### src/rtl/sdram_cmd_issuer.sv
// Purpose: host-side SDRAM command initiator; arbitrates write/read FIFO bursts into READA/WRITEA commands.
// Latency: command registered 1 cycle after IDLE decision; first issue >=2 cycles after Sdram_Init_Done rises.
// Backpressure: command and address held until CMD_ACK; GAP_CYC NOP cycles forced after every ack.
//
// Ports:
//   CLK, RESET (sync, active-high)  Sdram_Init_Done  CMD_ACK (1-cycle ack)
//   WR_FIFO_USEDW / RD_FIFO_USEDW   FIFO fill levels; RD_ENABLE gates read traffic
//   WR_LOAD / RD_LOAD               reload that port's burst address to its BASE
//   CMD (00 NOP, 01 READA, 10 WRITEA), ADDR, WR_GRANT / RD_GRANT (1-cycle pulses),
//   BUSY (state != IDLE), CMD_ERR (sticky ack timeout)
// Optional feature: define CMD_TIMEOUT_EN to enable the ack watchdog and CMD_ERR.
module sdram_cmd_issuer #(
  parameter int               ASIZE      = 23,
  parameter int               UW         = 9,
  parameter int               BURST_LEN  = 8,
  parameter int               FIFO_DEPTH = 512,
  parameter logic [ASIZE-1:0] WR_BASE    = '0,
  parameter logic [ASIZE-1:0] WR_MAX     = 23'h200000,
  parameter logic [ASIZE-1:0] RD_BASE    = '0,
  parameter logic [ASIZE-1:0] RD_MAX     = 23'h200000,
  parameter int               GAP_CYC    = 12,
  parameter int               TIMEOUT    = 1023
) (
  input  logic             CLK,
  input  logic             RESET,
  input  logic             Sdram_Init_Done,
  input  logic             CMD_ACK,
  input  logic [UW-1:0]    WR_FIFO_USEDW,
  input  logic [UW-1:0]    RD_FIFO_USEDW,
  input  logic             RD_ENABLE,
  input  logic             WR_LOAD,
  input  logic             RD_LOAD,
  output logic [1:0]       CMD,
  output logic [ASIZE-1:0] ADDR,
  output logic             WR_GRANT,
  output logic             RD_GRANT,
  output logic             BUSY,
  output logic             CMD_ERR
);

  localparam logic [1:0]       CMD_NOP    = 2'b00;
  localparam logic [1:0]       CMD_READA  = 2'b01;
  localparam logic [1:0]       CMD_WRITEA = 2'b10;
  localparam logic [ASIZE:0]   STEP       = (ASIZE+1)'(BURST_LEN);
  localparam logic [UW-1:0]    WR_THR     = UW'(BURST_LEN);
  localparam logic [UW-1:0]    RD_THR     = UW'(FIFO_DEPTH - BURST_LEN);
  localparam int               GW         = $clog2(GAP_CYC + 1);
  localparam logic [GW-1:0]    GAP_LAST   = GW'(GAP_CYC - 1);

  typedef enum logic [2:0] {INIT_WAIT, IDLE, ISSUE_WR, ISSUE_RD, GAP} state_t;

  state_t           state;
  logic [ASIZE-1:0] wr_addr;
  logic [ASIZE-1:0] rd_addr;
  logic [ASIZE-1:0] wr_adv;
  logic [ASIZE-1:0] rd_adv;
  logic             prio_wr;
  logic             wr_load_pend;
  logic             rd_load_pend;
  logic [GW-1:0]    gap_cnt;
  logic             wr_rdy;
  logic             rd_rdy;

  // Next burst address; the extra top bit keeps the compare against MAX overflow-free.
  function automatic logic [ASIZE-1:0] advance(input logic [ASIZE-1:0] a,
                                               input logic [ASIZE-1:0] base,
                                               input logic [ASIZE-1:0] max);
    logic [ASIZE:0] s;
    s = {1'b0, a} + STEP;
    if (s >= {1'b0, max}) return base;
    return s[ASIZE-1:0];
  endfunction

  assign wr_adv = advance(wr_addr, WR_BASE, WR_MAX);
  assign rd_adv = advance(rd_addr, RD_BASE, RD_MAX);
  assign wr_rdy = (WR_FIFO_USEDW >= WR_THR);
  assign rd_rdy = RD_ENABLE && (RD_FIFO_USEDW <= RD_THR);
  assign BUSY   = (state != IDLE);

`ifdef CMD_TIMEOUT_EN
  logic [15:0] to_cnt;
  logic        to_hit;
  assign to_hit = (to_cnt == 16'(TIMEOUT - 1));
`else
  assign CMD_ERR = 1'b0;
`endif

  always_ff @(posedge CLK) begin
    if (RESET) begin
      state        <= INIT_WAIT;
      CMD          <= CMD_NOP;
      ADDR         <= '0;
      WR_GRANT     <= 1'b0;
      RD_GRANT     <= 1'b0;
      wr_addr      <= WR_BASE;
      rd_addr      <= RD_BASE;
      prio_wr      <= 1'b1;
      wr_load_pend <= 1'b0;
      rd_load_pend <= 1'b0;
      gap_cnt      <= '0;
`ifdef CMD_TIMEOUT_EN
      to_cnt       <= '0;
      CMD_ERR      <= 1'b0;
`endif
    end else begin
      WR_GRANT <= 1'b0;
      RD_GRANT <= 1'b0;

      // A port's address is in use only while that port is issuing; otherwise reload at once.
      if (WR_LOAD) begin
        if (state == ISSUE_WR) wr_load_pend <= 1'b1;
        else                   wr_addr      <= WR_BASE;
      end
      if (RD_LOAD) begin
        if (state == ISSUE_RD) rd_load_pend <= 1'b1;
        else                   rd_addr      <= RD_BASE;
      end

      case (state)
        INIT_WAIT: begin
          CMD <= CMD_NOP;
          if (Sdram_Init_Done) state <= IDLE;
        end

        IDLE: begin
          CMD <= CMD_NOP;
`ifdef CMD_TIMEOUT_EN
          to_cnt <= '0;
`endif
          if (!Sdram_Init_Done) begin
            state <= INIT_WAIT;
          end else if (wr_rdy && (!rd_rdy || prio_wr)) begin
            state <= ISSUE_WR;
            CMD   <= CMD_WRITEA;
            ADDR  <= WR_LOAD ? WR_BASE : wr_addr;
            if (rd_rdy) prio_wr <= 1'b0;
          end else if (rd_rdy) begin
            state <= ISSUE_RD;
            CMD   <= CMD_READA;
            ADDR  <= RD_LOAD ? RD_BASE : rd_addr;
            if (wr_rdy) prio_wr <= 1'b1;
          end
        end

        ISSUE_WR, ISSUE_RD: begin
          if (CMD_ACK) begin
            CMD     <= CMD_NOP;
            state   <= GAP;
            gap_cnt <= '0;
            // A load requested during the command wins over the advance.
            if (state == ISSUE_WR) begin
              WR_GRANT     <= 1'b1;
              wr_addr      <= (WR_LOAD || wr_load_pend) ? WR_BASE : wr_adv;
              wr_load_pend <= 1'b0;
            end else begin
              RD_GRANT     <= 1'b1;
              rd_addr      <= (RD_LOAD || rd_load_pend) ? RD_BASE : rd_adv;
              rd_load_pend <= 1'b0;
            end
          end
`ifdef CMD_TIMEOUT_EN
          else if (to_hit) begin
            // Abandon without advancing; the same burst is retried after the gap.
            CMD          <= CMD_NOP;
            CMD_ERR      <= 1'b1;
            state        <= GAP;
            gap_cnt      <= '0;
            wr_load_pend <= 1'b0;
            rd_load_pend <= 1'b0;
            if ((state == ISSUE_WR) && (WR_LOAD || wr_load_pend)) wr_addr <= WR_BASE;
            if ((state == ISSUE_RD) && (RD_LOAD || rd_load_pend)) rd_addr <= RD_BASE;
          end else begin
            to_cnt <= to_cnt + 16'd1;
          end
`endif
        end

        GAP: begin
          CMD <= CMD_NOP;
          if (gap_cnt == GAP_LAST) state <= Sdram_Init_Done ? IDLE : INIT_WAIT;
          else                     gap_cnt <= gap_cnt + 1'b1;
        end

        default: begin
          CMD   <= CMD_NOP;
          state <= INIT_WAIT;
        end
      endcase
    end
  end

endmodule

### config.mk
export PLATFORM = sky130hd
export DESIGN_NAME = sdram_cmd_issuer
export DESIGN_NICKNAME = d
export VERILOG_FILES = /design/src/rtl/sdram_cmd_issuer.sv
export SDC_FILE = /design/constraint.sdc
export NUM_CORES = 1
export LEC_CHECK = 0
export CAP_MARGIN = 20
export CORE_UTILIZATION = 40
export DETAILED_ROUTE_END_ITERATION = 8
export PLACE_DENSITY_LB_ADDON = 0.15
export SYNTH_ARGS = -nofsm -noshare
export SYNTH_HDL_FRONTEND = slang
export SYNTH_SLANG_ARGS = --single-unit
### constraint.sdc
create_clock -name CLK -period 3.9 [get_ports CLK]
set_clock_uncertainty 0.15 [all_clocks]
set_input_delay 0.78 -clock CLK [delete_from_list [all_inputs] [get_ports CLK]]
set_output_delay 0.78 -clock CLK [all_outputs]
set_load 0.005 [all_outputs]
* Word level (Yosys, flattened, before mapping) *
Cells that the tools add are included.

storage, ports and cells
  bits in registers = 83
  bits in latches = 0
  bits in writable memories = 0
  memory bits (read-only) = 0
  input bits = 25
  word-level logic and storage cells = 101
  memories kept = 0

operators by class
  add/sub/neg operators = 3
  multiply operators = 0
  divide/modulo/power cells = 0
  magnitude comparators = 4
  equality and inequality tests = 11
  shift-type cells = 0
  muxes and demuxes = 54
  bitwise operators = 2
  reduce and logical (&&, ||, !) cells = 16

operators with widths
  kind                     count
  $mux W23                 20
  $add A23 B4 Y24 const B  2
  $ge A24 B22 Y1 const B   2
  $mux W1                  20
  $mux W3                  6
  $pmux W3 S4              1
  $ge A9 B4 Y1 const B     1
  $le A9 B9 Y1 const B     1
  $mux W4                  2
  $ne A2 B2 Y1 const B     4
  $pmux W4 S2              1
  $reduce_and A4 Y1        2
  $eq A3 B2 Y1 const B     2
  $mux W2                  3
  $reduce_and A3 Y1        2
  $reduce_bool A2 Y1       3
  $add A4 B1 Y4 const B    1
  $eq A4 B4 Y1 const B     1
  $ne A4 B4 Y1 const B     1
  $pmux W2 S2              1
  $eq A3 B1 Y1 const B     1
  $eq A3 B3 Y1 const B     1
  $logic_not A3 Y1         1
  $logic_or A1 B1 Y1       3
  other kinds (6)          8

* Logic depth before layout (Yosys ltp) *
  word-level depth = 8
  depth in mapped cells = 9

* Least setup slack after synthesis *
OpenSTA, ideal clock, no wires.

  path kind = input -> register
  from = input RD_FIFO_USEDW[8]
  to = register ADDR[10]
  library setup time = 0.086 ns
  arrival = 2.114 ns
  data required time = 3.664 ns
  path slack = 1.551 ns
  stages = 7
  path buffers = 2
  cell sequence = nand4_1 -> o31ai_2 -> o21a_1 -> buf_2 -> buf_2 -> a31oi_1 -> a211oi_1

on the way
  cells in the longest elaborated chain, start to end = 7

RTL lines
  item                          RTL line  source
  start, declared               29        input logic [UW-1:0] RD_FIFO_USEDW,
  $le A9 B9 Y1 (*)              77        assign rd_rdy = RD_ENABLE && (RD_FIFO_USEDW <= RD_THR);
  $logic_and A1 B1 Y1 (*)       77
  $logic_not A1 Y1              132       end else if (wr_rdy && (!rd_rdy || prio_wr)) begin
  $logic_or A1 B1 Y1            132
  $logic_and A1 B1 Y1           132
  $reduce_bool A2 Y1 (no line)  n/a
  $reduce_and A3 Y1 (no line)   n/a
  end signal, assigned          135       ADDR <= WR_LOAD ? WR_BASE : wr_addr;
  end signal, assigned          140       ADDR <= RD_LOAD ? RD_BASE : rd_addr;
  end, declared                 34        output logic [ASIZE-1:0] ADDR,

Mark *: on every way between the ends. The rest lies on a longest branch, timed or not.
A chain may end at the register's enable or synchronous reset.

* Worst setup path in the final report *
  from = input CMD_ACK
  to = register wr_addr[19]

on the way
  cells in the longest elaborated chain, start to end = 2

RTL lines
  item                  RTL line  source
  start, declared       27        input logic CMD_ACK,
  $mux W23              146       if (CMD_ACK) begin
  $mux W23              119       case (state)
  end signal, assigned  153       wr_addr <= (WR_LOAD || wr_load_pend) ? WR_BASE : wr_adv;
  end, declared         53        logic [ASIZE-1:0] wr_addr;

Every way passes these cells.

==> results_tabular.tex <==
\begin{tabular}{lr}
\hline
Metric & Value \\
\hline
\multicolumn{2}{l}{\textbf{Yosys}} \\
Gate count of the mapped netlist & approximately 500 \\
Post-synthesis instance area & slightly above 4000 µm² \\
Top-area cell type share of the netlist area & 0.4039 \\
Main flop type after synthesis & dfxtp\_1 \\
Count leader, synth & dfxtp\_1 \\
Proportion of synthesized flip-flops having asynchronous set or reset & 0 \\
Number of warnings printed during yosys synthesis & 0 \\
Sequential element share of the synthesized area & 0.4039 \\
Cell type with the largest total area after synthesis & dfxtp\_1 \\
Count of distinct cell types in the synthesized netlist & between 50 and 60 \\
Syn Area/Cell & about 8.4 µm² \\
Net count after synthesis & 518 \\
Yosys reg bits & 83 \\
Dominant cells by area after synthesis & dfxtp\_1 40\%, a31oi\_1 5.6\%, a21oi\_1 5.1\% \\
Post-synth EDFFs & 0 \\
Most numerous cell types in the synthesized netlist & 83 x dfxtp\_1, 49 x nor2\_1, 42 x a21oi\_1, 37 x a31oi\_1, 26 x nand2\_1 \\
\multicolumn{2}{l}{\textbf{Global routing}} \\
Wire length of the first global-routing pass & 17.11 mm \\
Overall fraction of global-route tracks in use & 0.2089 \\
Largest net degree at the start of global routing & between 40 and 50 \\
Antenna violations before repair & 0 \\
Remaining Overflow, GRT & 0 \\
Number of global-route vias before repair & between 3000 and 4000 \\
\multicolumn{2}{l}{\textbf{Placed design}} \\
Last weighted congestion value of the routability-driven placer & approximately 0.81 \\
Inst Count DP & about 640 \\
Hpwl dp & $\sim$7 mm \\
Quantity of I/O buffers inserted on ports & approximately 50 \\
\multicolumn{2}{l}{\textbf{Floorplanning}} \\
Number of core rows & 36 \\
Initial cell density of the core & 0.4170 \\
Area enclosed by the die boundary & approximately 11000 µm² \\
Die height & a little over 100 µm \\
Count of pins on the block boundary & 54 \\
Horizontal extent of the die & 103.4 µm \\
Core outline area & 9864 µm² \\
\multicolumn{2}{l}{\textbf{CTS}} \\
Root Buffer & clkbuf\_8 \\
Number of clock sinks & between 80 and 90 \\
Number of buffers inserted during clock tree synthesis & 9 \\
Post-cts resize count & 0 \\
Clk buf depth & 2 \\
Number of H-tree levels & 3 \\
Hold buffer count at CTS & 0 \\
CTS tree & built \\
Clock transition at the registers of the reported paths & about 90 ps \\
Post-CTS Setup Bufs & 0 \\
Clock insertion delay at the later pin of the skew report & $\sim$360 ps \\
\multicolumn{2}{l}{\textbf{Routing}} \\
Via count & around 3700 \\
Detailed router's first-iteration violation count & between 150 and 200 \\
Ratio of routed vias to standard cells & about 5.6 \\
Detailed Route WL & just over 10 mm \\
Number of nets with antenna violations after routing & 0 \\
Drc violations & 0 \\
Routed WL per cell & 15.25 µm \\
Pre-Repair DR Iteration Count & 4 \\
\multicolumn{2}{l}{\textbf{Power and ir drop}} \\
Highest ir drop seen on vdd & approximately 0.18 mV \\
Power density over cell area & $\sim$380 nW/µm² \\
Leakage power total & 1.571 nW \\
\multicolumn{2}{l}{\textbf{Critical path}} \\
Cell seen most often among critical-path stages & a31oi\_1 \\
Type of element capturing the critical path & flop \\
Critical path class & in -> reg \\
Endpoint required time on the critical path & just over 4000 ps \\
Critical path startpoint category & input pin \\
Cell with the largest stage delay on the worst path & clkdlybuf4s50\_1 \\
Worst stage delay on the critical path & $\sim$600 ps \\
Critical Path AT & 3010 ps \\
Cells along the critical path & clkdlybuf4s50\_1, inv\_1, nor3\_1, o2111ai\_2, nand2\_2, a31oi\_1, a31oi\_1 \\
Critical path peak fanout & 35 \\
\multicolumn{2}{l}{\textbf{Finish}} \\
Number of antenna repair diodes & 0 \\
Count of non-filler cells in the finished layout & 660 \\
Layout overhead on the synthesized area & 17.49\% \\
Final \#Nets & 550 \\
Number of fill cells in the layout & just under 1000 \\
Share of post-route cells with drive strength above 1 & 0.07400 \\
\multicolumn{2}{l}{\textbf{Outcome}} \\
Result of the run & finished, final reports clean \\
\multicolumn{2}{l}{\textbf{Flow run}} \\
\# Max-Cap Violations & 0 \\
\multicolumn{2}{l}{\textbf{Timing}} \\
Maximum clock frequency & 347.2 MHz \\
Setup repair after global routing missed its margin & no \\
Number of max-slew violations in the final report & 0 \\
Worst rel slew slack & 0.4675 \\
Count of endpoints failing hold in the final timing report & 0 \\
Least-Margin Pin Slew & 797.8 ps \\
Post-route minimum period & 2880 ps \\
Total Neg Setup Slack & 0 ps \\
Finish-stage setup viols & 0 \\
Final clock period utilization by the worst path & 0.7385 \\
\multicolumn{2}{l}{\textbf{Worst hold path}} \\
Path class of the lowest-slack min-delay path & reg -> reg \\
\hline
\end{tabular}
[power by group]
group	internal, W	switching, W
Sequential	0.000881	0.0000285
Clock	0.000334	0.000325
Combinational	0.000120	0.000137
Total	0.00133	0.000490
[path summary, 6_finish.rpt]
check,cells past startpoint,startpoint,to,slack [ps]
worst min register to register,1,wr_addr[2],wr_addr[2],300
worst min-delay path,1,wr_addr[2],wr_addr[2],300
worst max register to register,7,rd_addr[3],rd_addr[1],1340
worst max-delay path,7,CMD_ACK,wr_addr[19],1020
[stage by stage]
stage	worst slack (ps)	power [W]	util	area (µm²)	hold WS [ps]
3_3_place_gp	647.0	0.001183	0.4685	4622	283.5
3_5_place_dp	632.9	0.001187	0.4685	4622	287.3
6_report	1020	0.001824	0.4900	4833	298.2
4_1_cts	1020	0.001848	0.4900	4833	300.3
5_1_grt	741.6	0.001922	0.4900	4833	322.5
2_1_floorplan	1551	0.001077	-	4114	274.3
[per-layer routing]
metal  wire [µm]  vias up  GRT usage
li1            -     1863          -
met1        5018     1769     0.2882
met2        4666       48     0.3296
met3         340        2    0.04704
met4          42        0    0.05309
met5           0        -          0
[flip-flops by register name (all words and copies together), names as in the netlist]
| signal | flops |
|---|---|
| wr_load_pend | 1 |
| WR_GRANT | 1 |
| gap_cnt | 4 |
| CMD | 2 |
| ADDR | 23 |
| state | 3 |
| rd_addr | 23 |
| prio_wr | 1 |
| rd_load_pend | 1 |
| wr_addr | 23 |
| RD_GRANT | 1 |
[final cells by class]
class | count | area, µm² | share of cell area
multi-input combinational | 355 | 2183 | 0.4517
inverter | 16 | 60.06 | 0.01243
tap | 133 | 166.4 | 0.03443
sequential | 83 | 1662 | 0.3438
clock inverter | 5 | 60.06 | 0.01243
timing repair buffer | 57 | 550.5 | 0.1139
clock buffer | 11 | 151.4 | 0.03132
[cells in the final DEF (no fill, tap or decap), types with 15 or more instances in the layout]
| cell | instances |
|---|---|
| nor3b_1 | 21 |
| clkdlybuf4s50_1 | 49 |
| dfxtp_1 | 83 |
| nand2_1 | 26 |
| a21oi_1 | 41 |
| nand4_1 | 15 |
| nor3_1 | 17 |
| nand3_1 | 24 |
| a211oi_1 | 25 |
| inv_1 | 16 |
| nor2_1 | 49 |
| a31oi_1 | 37 |
[critical path, delay by kind of cell]
family | cells | cell delay [ps]
AOI/OAI and AO/OA | 3 | 560
and+or+nand+nor | 2 | 960
buffers and inverters | 2 | 700
[cell families (layout without fill, tap and decap cells)]
kind of cell             Yosys count  after routing  synth area share
AND/OR/NAND/NOR                  203            203            0.2710
AO/OA/AOI/OAI                    133            133            0.2111
flip-flops                        83             83            0.4039
buffers and inverters             52             89           0.06813
multiplexers                      12             12           0.02950
adder cells (fa/ha/maj)            3              3          0.009125
XOR/XNOR                           3              3          0.006388
other                              1              1         0.0009115
(Power assumes the default switching activity.)
